<file path="config.mk">
export PLATFORM = sky130hd
export DESIGN_NAME = rom_port_arbiter
export DESIGN_NICKNAME = d
export VERILOG_FILES = /design/src/rtl/rom_port_arbiter.sv
export SDC_FILE = /design/constraint.sdc
export NUM_CORES = 1
export LEC_CHECK = 0
export ABC_AREA = 1
export CAP_MARGIN = 20
export CORE_MARGIN = 3
export CORE_UTILIZATION = 38
export CTS_BUF_LIST = sky130_fd_sc_hd__clkbuf_4 sky130_fd_sc_hd__clkbuf_8
export DETAILED_ROUTE_END_ITERATION = 16
export GPL_ROUTABILITY_DRIVEN = 0
export HOLD_SLACK_MARGIN = 0.02
export PLACE_DENSITY = 0.86
export REMOVE_ABC_BUFFERS = 1
export SYNTH_ARGS = -nofsm -noshare
export SYNTH_HDL_FRONTEND = slang
export SYNTH_SLANG_ARGS = --single-unit
</file>
<file path="constraint.sdc">
create_clock -name i_clk -period 1.8 [get_ports i_clk]
set_input_delay 0.45 -clock i_clk [delete_from_list [all_inputs] [get_ports i_clk]]
set_output_delay 0.45 -clock i_clk [all_outputs]
set_load 0.01 [all_outputs]
</file>
<file path="src/rtl/rom_port_arbiter.sv">
// Arbitrates the single ROM port between the switch loader, CPU fetch and scan reader.
// One transaction in flight at a time; the scan reader is protected from CPU starvation.
module rom_port_arbiter #(
  parameter int ADDR_W     = 11,
  parameter int DATA_W     = 16,
  parameter int RD_LAT     = 1,
  parameter int STARVE_MAX = 4
) (
  input  logic              i_clk,
  input  logic              i_reset_n,
  input  logic [1:0]        i_mode,
  input  logic              i_ld_req,
  input  logic [ADDR_W-1:0] i_ld_addr,
  input  logic [DATA_W-1:0] i_ld_data,
  output logic              o_ld_ack,
  input  logic              i_cpu_req,
  input  logic [ADDR_W-1:0] i_cpu_addr,
  output logic              o_cpu_ack,
  output logic [DATA_W-1:0] o_cpu_data,
  input  logic              i_scan_req,
  input  logic [ADDR_W-1:0] i_scan_addr,
  output logic              o_scan_ack,
  output logic [DATA_W-1:0] o_scan_data,
  output logic              o_rom_en,
  output logic              o_rom_we,
  output logic [ADDR_W-1:0] o_rom_addr,
  output logic [DATA_W-1:0] o_rom_wdata,
  input  logic [DATA_W-1:0] i_rom_rdata,
  output logic              o_busy
);

  typedef enum logic [1:0] {IDLE, GRANT, WAIT, DONE} state_t;
  typedef enum logic [1:0] {SRC_NONE, SRC_LD, SRC_CPU, SRC_SCAN} src_t;

  state_t            r_state;
  state_t            w_next;
  src_t              r_winner;
  src_t              w_pick;
  logic [2:0]        r_starve;
  logic [2:0]        r_waitCnt;
  logic [ADDR_W-1:0] r_addr;
  logic [DATA_W-1:0] r_wdata;
  logic [DATA_W-1:0] r_cpuData;
  logic [DATA_W-1:0] r_scanData;

  logic w_eligLd;
  logic w_eligCpu;
  logic w_eligScan;
  logic w_starved;
  logic w_lastWait;

  // Mode 0 is switch entry (loader only); modes 1..3 are run/debug (readers only).
  assign w_eligLd   = (i_mode == 2'd0) && i_ld_req;
  assign w_eligCpu  = (i_mode != 2'd0) && i_cpu_req;
  assign w_eligScan = (i_mode != 2'd0) && i_scan_req;
  assign w_starved  = (r_starve == 3'(STARVE_MAX)) && i_scan_req;
  assign w_lastWait = (r_waitCnt == 3'(RD_LAT - 1));

  always_comb begin
    w_pick = SRC_NONE;
    if (w_eligLd)
      w_pick = SRC_LD;
    else if (w_eligScan && w_starved)
      w_pick = SRC_SCAN;
    else if (w_eligCpu)
      w_pick = SRC_CPU;
    else if (w_eligScan)
      w_pick = SRC_SCAN;
  end

  always_ff @(posedge i_clk) begin
    if (!i_reset_n)
      r_state <= IDLE;
    else
      r_state <= w_next;
  end

  always_comb begin
    w_next = r_state;
    case (r_state)
      IDLE:    if (w_pick != SRC_NONE) w_next = GRANT;
      GRANT:   w_next = (r_winner == SRC_LD) ? DONE : WAIT;
      WAIT:    if (w_lastWait) w_next = DONE;
      DONE:    w_next = IDLE;
      default: w_next = IDLE;
    endcase
  end

  always_ff @(posedge i_clk) begin
    if (!i_reset_n) begin
      r_winner   <= SRC_NONE;
      r_starve   <= 3'd0;
      r_waitCnt  <= 3'd0;
      r_addr     <= '0;
      r_wdata    <= '0;
      r_cpuData  <= '0;
      r_scanData <= '0;
    end else begin
      case (r_state)
        IDLE: begin
          r_waitCnt <= 3'd0;
          if (w_pick != SRC_NONE)
            r_winner <= w_pick;
          case (w_pick)
            SRC_LD: begin
              r_addr  <= i_ld_addr;
              r_wdata <= i_ld_data;
            end
            SRC_CPU:  r_addr <= i_cpu_addr;
            SRC_SCAN: r_addr <= i_scan_addr;
            default: ;
          endcase
          // The counter only measures CPU wins that actually overtook a waiting scan.
          if (!i_scan_req || (w_pick == SRC_SCAN))
            r_starve <= 3'd0;
          else if ((w_pick == SRC_CPU) && (r_starve < 3'(STARVE_MAX)))
            r_starve <= r_starve + 3'd1;
        end
        WAIT: begin
          r_waitCnt <= r_waitCnt + 3'd1;
          if (w_lastWait) begin
            if (r_winner == SRC_CPU)
              r_cpuData <= i_rom_rdata;
            else if (r_winner == SRC_SCAN)
              r_scanData <= i_rom_rdata;
          end
        end
        default: ;
      endcase
    end
  end

  always_comb begin
    o_rom_en   = (r_state == GRANT);
    o_rom_we   = (r_state == GRANT) && (r_winner == SRC_LD);
    o_ld_ack   = (r_state == DONE) && (r_winner == SRC_LD);
    o_cpu_ack  = (r_state == DONE) && (r_winner == SRC_CPU);
    o_scan_ack = (r_state == DONE) && (r_winner == SRC_SCAN);
    o_busy     = (r_state != IDLE);
  end

  assign o_rom_addr  = r_addr;
  assign o_rom_wdata = r_wdata;
  assign o_cpu_data  = r_cpuData;
  assign o_scan_data = r_scanData;

endmodule

</file>
==> impl_metrics.toml, run 1 <==
[power]
power_per_cell_area_nw_per_um2 = 1030
clockPowerShare_pct = 26.7
p_leak_nw = 1.96
p_comb_share_pct = 34.3
max-vdd-ir-drop_v = 0.000534
power_switching_mw = 1.61
p_int_mw = 3.23
p_seq_share_pct = 39.0
p_sw_share_pct = 33.2
total_power_mw = 4.84

[cts]
cts_root_buffer = "clkbuf_8"
clk_latency_ns = 0.34
max-clock-path-buffers = 2
clkSinkCount = 69
cts_buffers = 9
cts_tree = "done"
postCtsHoldBufs = 0
cts_max_level = 3
path_clk_slew_ns = 0.07

[global_routing]
grt_util_met3_pct = 5.10
grt-busiest-layer = "met2"
grt_pass1_wl_um = 13800
grt_use_total_pct = 19.4
grt_use_met2_pct = 33.9
antenna_found_initial = 0
grt_max_degree = 35
grt_pass1_vias = 3086
use_met1_pct = 22.7
grt_overflow = 0

[worst_setup_path]
critPathBufInv = 2
path_max_fanout = 5
cp.required_ns = 1.35
r2r-end = "r_starve[0]"
critPathCaptureType = "output port"
critPathKind = "reg2out"
path_cells = "ha_1, inv_2, nor2_1, dlygate4sd2_1"
crit_slowest_cell = "dfxtp_4"
crit_family = "flip-flops"
r2r_start = "r_starve[0]"
slowest_delay_ns = 0.36
rrSetupSlack_ns = 0.16
r2r_cells = 9
start_kind = "flop"
cp.arrival_ns = 1.27

[synth]
synth-seq-cells = 69
yosys_warnings = 0
syn-cell-area_um2 = 2970
netlist_instances = 406
postSynthAreaPerCell_um2 = 7.33
synth_seq_area_share_pct = 46.4
synth.distinct_cells = 22

[timing]
period_needed_ns = 1.72
min_period_over_period_pct = 95.7
hold_viol = 0
finalClockSkew_ns = 0.0107
finalMaxSlewViolations = 0
grt_setup_unrepaired = "false"
worstMarginPinSlew_ns = 0.456
worst_slack_ns = 0.0774
setup_viol = 0
maxSlewHeadroom_pct = 69.5
fin_tns_setup_ns = 0
whs_ns = 0.445
max_freq_ghz = 0.581

[min_path]
min_path_type = "reg2reg"
min_to = "o_rom_wdata[6]"
hp-start = "o_rom_wdata[6]"
min_path_cells = 2

[die]
die_w_um = 94.5
core_area_um2 = 7410
fp.dieH_um = 94.5
die_area_um2 = 8920
start_util_pct = 40.1
io_pins = 137
fp-row-count = 31

[final_layout]
final_nets = 632
area_growth_pct = 58.1
fin_util_pct = 63.5
fin_area_um2 = 4700
nFillCells = 653
antenna_cells = 0
instances_no_fill = 656
drive_gt1_share_pct = 10.6

[routing]
vias = 3177
firstDrtPassIters = 5
dr.first_iter.drc_count = 114
wl_per_cell_um = 13.3
routed_wl_um = 8730
drc = 0
postRouteAntennaNets = 0
via_per_inst = 4.84

[placement]
placement.io_buffers = 136
dp_hpwl_um = 6480
dp_cells = 640
pre_cts_ws_ns = -0.190
dpl_cell_area_um2 = 4510

[outcome]
status = "complete, no violations"

[job]
max_cap_viol_count = 0
[synthesized netlist by cell type (all sizes together)]
library cell,number,share of area [%]
dfxtp,69,46
nor2,96,13
a211oi,1,0.25
nand3,40,6.7
nor3,3,1.3
ha,8,3.4
nand2,41,5.3
a21oi,25,4.2
inv,38,5.0
and3,1,0.25
nand4,2,0.42
clkbuf,9,1.1
buf,11,2.7
o21ai,62,10
[logic make-up (layout without fill, tap and decap cells)]
| family | count (synthesis) | in the layout | share of synthesized area [%] |
|---|---|---|---|
| DFF | 69 | 69 | 46.4 |
| buffers and inverters | 58 | 209 | 8.75 |
| and+or+nand+nor | 183 | 183 | 26.5 |
| AOI/OAI and AO/OA | 88 | 88 | 14.9 |
| adders and majority gates | 8 | 8 | 3.37 |
[area by class of cell]
class                           count  area, um2  area share [%]
Sequential cell                    69       1390            29.5
Tap cell                           99        124            2.63
Multi-Input combinational cell    279       1340            28.4
Clock buffer                        9        124            2.63
Clock inverter                      7       81.3            1.73
Timing Repair Buffer              155       1500            32.0
Inverter                           38        148            3.14
[layer usage]
metal / up-vias / routed length (um)
li1: 1612 / -
met1: 1441 / 3610
met2: 110 / 4290
met3: 14 / 677
met4: 0 / 149
met5: - / 0
[layout by cell type, fill, tap and decap left out, drive strengths merged]
cell type | Yosys | final
dfxtp | 69 | 69
clkinvlp | 0 | 1
dlygate4sd2 | 0 | 1
o21ai | 62 | 62
nor3 | 3 | 3
bufinv | 0 | 1
a211oi | 1 | 1
ha | 8 | 8
nor2 | 96 | 96
clkbuf | 9 | 12
buf | 11 | 21
a21oi | 25 | 25
and3 | 1 | 1
nand3 | 40 | 40
nand4 | 2 | 2
nand2 | 41 | 41
clkinv | 0 | 2
clkdlybuf4s15 | 0 | 1
clkdlybuf4s50 | 0 | 129
inv | 38 | 41
[registers in the layout, indices dropped and copies added, names as in the netlist]
name and count:
o_cpu_data 16, r_winner 2, r_starve 3, o_rom_addr 11, o_rom_wdata 16, r_state 2
r_waitCnt 3, o_scan_data 16
[repair_timing]
action	CTS	global route
setup buffers	0	0
setup endpoints to repair	6	5
gates resized for setup	14	8
[tightest hold or removal path: stages (launching register included)]
cell	delay, ns
dfxtp_1	0.31
inv_1	0.04
a21oi_1	0.05
[power by group through the flow]
stage / combinational (mW) / clock, mW / sequential, mW
6_report: 1.66 / 1.29 / 1.89
5_1_grt: 1.83 / 1.41 / 1.92
4_1_cts: 1.67 / 1.33 / 1.88
3_5_place_dp: 1.68 / 0 / 1.91
3_3_place_gp: 1.63 / 0 / 1.90
2_1_floorplan: 0.676 / 0 / 1.98
[worst max-delay path by stage]
stage                     startpoint             end  slack, ns  cells after the start
after CTS                 r_state[1]        o_rom_we     -0.003                      4
after global routing      r_state[0]        o_ld_ack       0.01                      4
after detailed placement  i_scan_req     r_starve[2]      -0.19                      9
after global placement    i_scan_req     r_starve[2]      -0.13                      9
final                     r_state[0]        o_ld_ack       0.08                      4
after floorplan           r_state[0]  o_rom_wdata[0]       0.11                      5
(Power assumes the default switching activity.)
==> inputs of run 2 (changes only) <==
- CELL_PAD_IN_SITES_DETAIL_PLACEMENT: not set -> 1
- CELL_PAD_IN_SITES_GLOBAL_PLACEMENT: not set -> 1
- CORE_UTILIZATION: 38 -> 29
- PLACE_DENSITY: 0.86 -> 0.93
==> impl_metrics.toml, run 2 (same netlist as run 1, synthesis figures left out) <==
[outcome]
status = "complete, no violations"

[die]
fp.dieH_um = 107
fp-row-count = 36
die_w_um = 107
die_area_um2 = 11500
start_util_pct = 30.1
io_pins = 137
core_area_um2 = 9860

[timing]
max_freq_ghz = 0.586
maxSlewHeadroom_pct = 76.6
grt_setup_unrepaired = "false"
period_needed_ns = 1.71
finalMaxSlewViolations = 0
setup_viol = 0
finalClockSkew_ns = 0.00868
min_period_over_period_pct = 94.9
hold_viol = 0
worst_slack_ns = 0.0925
worstMarginPinSlew_ns = 0.348

[power]
p_comb_share_pct = 33.4
total_power_mw = 5.26
p_seq_share_pct = 36.1
p_leak_nw = 2.01
p_int_mw = 3.61
clockPowerShare_pct = 30.5
power_per_cell_area_nw_per_um2 = 1090
max-vdd-ir-drop_v = 0.000389
p_sw_share_pct = 31.4
power_switching_mw = 1.65

[cts]
max-clock-path-buffers = 2
clkSinkCount = 69
postCtsHoldBufs = 0
cts_max_level = 3
cts_buffers = 9
cts_root_buffer = "clkbuf_8"
cts_tree = "done"
path_clk_slew_ns = 0.08
clk_latency_ns = 0.33

[final_layout]
nFillCells = 1209
layout_common_cells = "129 x clkdlybuf4s50_1, 90 x nor2_1, 65 x dfxtp_1"
antenna_cells = 0
multi_input_area_um2 = 1330
drive_gt1_share_pct = 11.6
fin_util_pct = 49.0
layout_commonest_cell = "clkdlybuf4s50_1"
final_nets = 636
area_growth_pct = 62.6
register_area_um2 = 1390

[worst_setup_path]
crit_slowest_cell = "clkdlybuf4s50_1"
r2r_cells = 9
critPathCaptureType = "output port"
cp.depth = 1
crit_family = "buffers and inverters"
slowest_delay_ns = 0.55
path_max_fanout = 2
critPathKind = "reg2out"
r2r-end = "o_cpu_data[4]"
critPathBufInv = 1
cp.required_ns = 1.35
r2r_start = "r_state[1]"
rrSetupSlack_ns = 0.22
cp.arrival_ns = 1.26
path_cells = "clkdlybuf4s50_1"
start_kind = "flop"

[routing]
firstDrtPassIters = 4
dr.first_iter.drc_count = 102
drc = 0
vias = 3216
postRouteAntennaNets = 0
wl_per_cell_um = 15.4
via_per_inst = 4.63
routed_wl_um = 10700

[min_path]
min_path_cells = 2
hp-start = "o_rom_wdata[2]"
min_to = "o_rom_wdata[2]"
min_path_type = "reg2reg"

[job]
max_cap_viol_count = 0

[placement]
pre_cts_ws_ns = -0.225
dp_hpwl_um = 8110
placement.io_buffers = 136

[global_routing]
grt_use_total_pct = 18.5
grt_overflow = 0
grt_pass1_vias = 3556
grt_pass1_wl_um = 17100
grt_max_degree = 33
antenna_found_initial = 0
run 2: area by class of cell:
class / instances / area share, %
tap: 133 / 3.44
sequential: 69 / 28.7
clock buffer: 11 / 3.13
multi-input combinational: 279 / 27.6
timing repair buffer: 159 / 31.9
inverter: 38 / 3.05
clock inverter: 5 / 2.20
run 2: how the worst max path moves through the flow:
stage             startpoint             end  slack (ns)
3_3_place_gp       i_mode[0]  o_rom_addr[10]       -0.08
2_1_floorplan     r_state[0]  o_rom_wdata[0]        0.11
6_report       o_rom_addr[7]   o_rom_addr[7]        0.09
4_1_cts           r_state[1]      o_scan_ack      0.0009
3_5_place_dp      i_scan_req   o_rom_addr[5]       -0.23
5_1_grt           r_state[1]        o_ld_ack      0.0007
run 2: timing repair:
action	4_1_cts	5_1_grt
buffers inserted	2	0
resized for setup	23	6
setup endpoints to repair	6	5
run 2: power groups by stage:
stage	sequential [mW]	clock [mW]	combinational, mW
2_1_floorplan	1.98	0	0.676
3_3_place_gp	1.91	0	1.65
3_5_place_dp	1.93	0	1.75
4_1_cts	1.89	1.66	1.78
5_1_grt	1.92	1.73	1.93
6_report	1.90	1.60	1.75
run 2: per-stage QoR:
step,TNS (ns),instance area (um2),instances,hold WS (ns)
5_1_grt,0,4830,694,0.456
3_3_place_gp,-0.839,4580,676,0.430
4_1_cts,0,4850,694,0.440
2_1_floorplan,0,2860,386,0.447
6_report,0,4830,694,0.447
3_5_place_dp,-2.59,4580,676,0.445
run 2: per-layer routing:
layer  wire (um)  vias to the layer above  track usage (%)
met5           0                        -                0
met4         156                        0             4.47
met3         682                       15             6.36
met2        5560                       90             33.8
met1        4290                     1496             20.6
li1            -                     1615                -
==> inputs of run 3 (changes only) <==
- CTS_CLUSTER_DIAMETER: not set -> 120
- TNS_END_PERCENT: not set -> 5
==> results of run 3 <==
The final DEF is identical to that of run 2; final timing and power are the same.
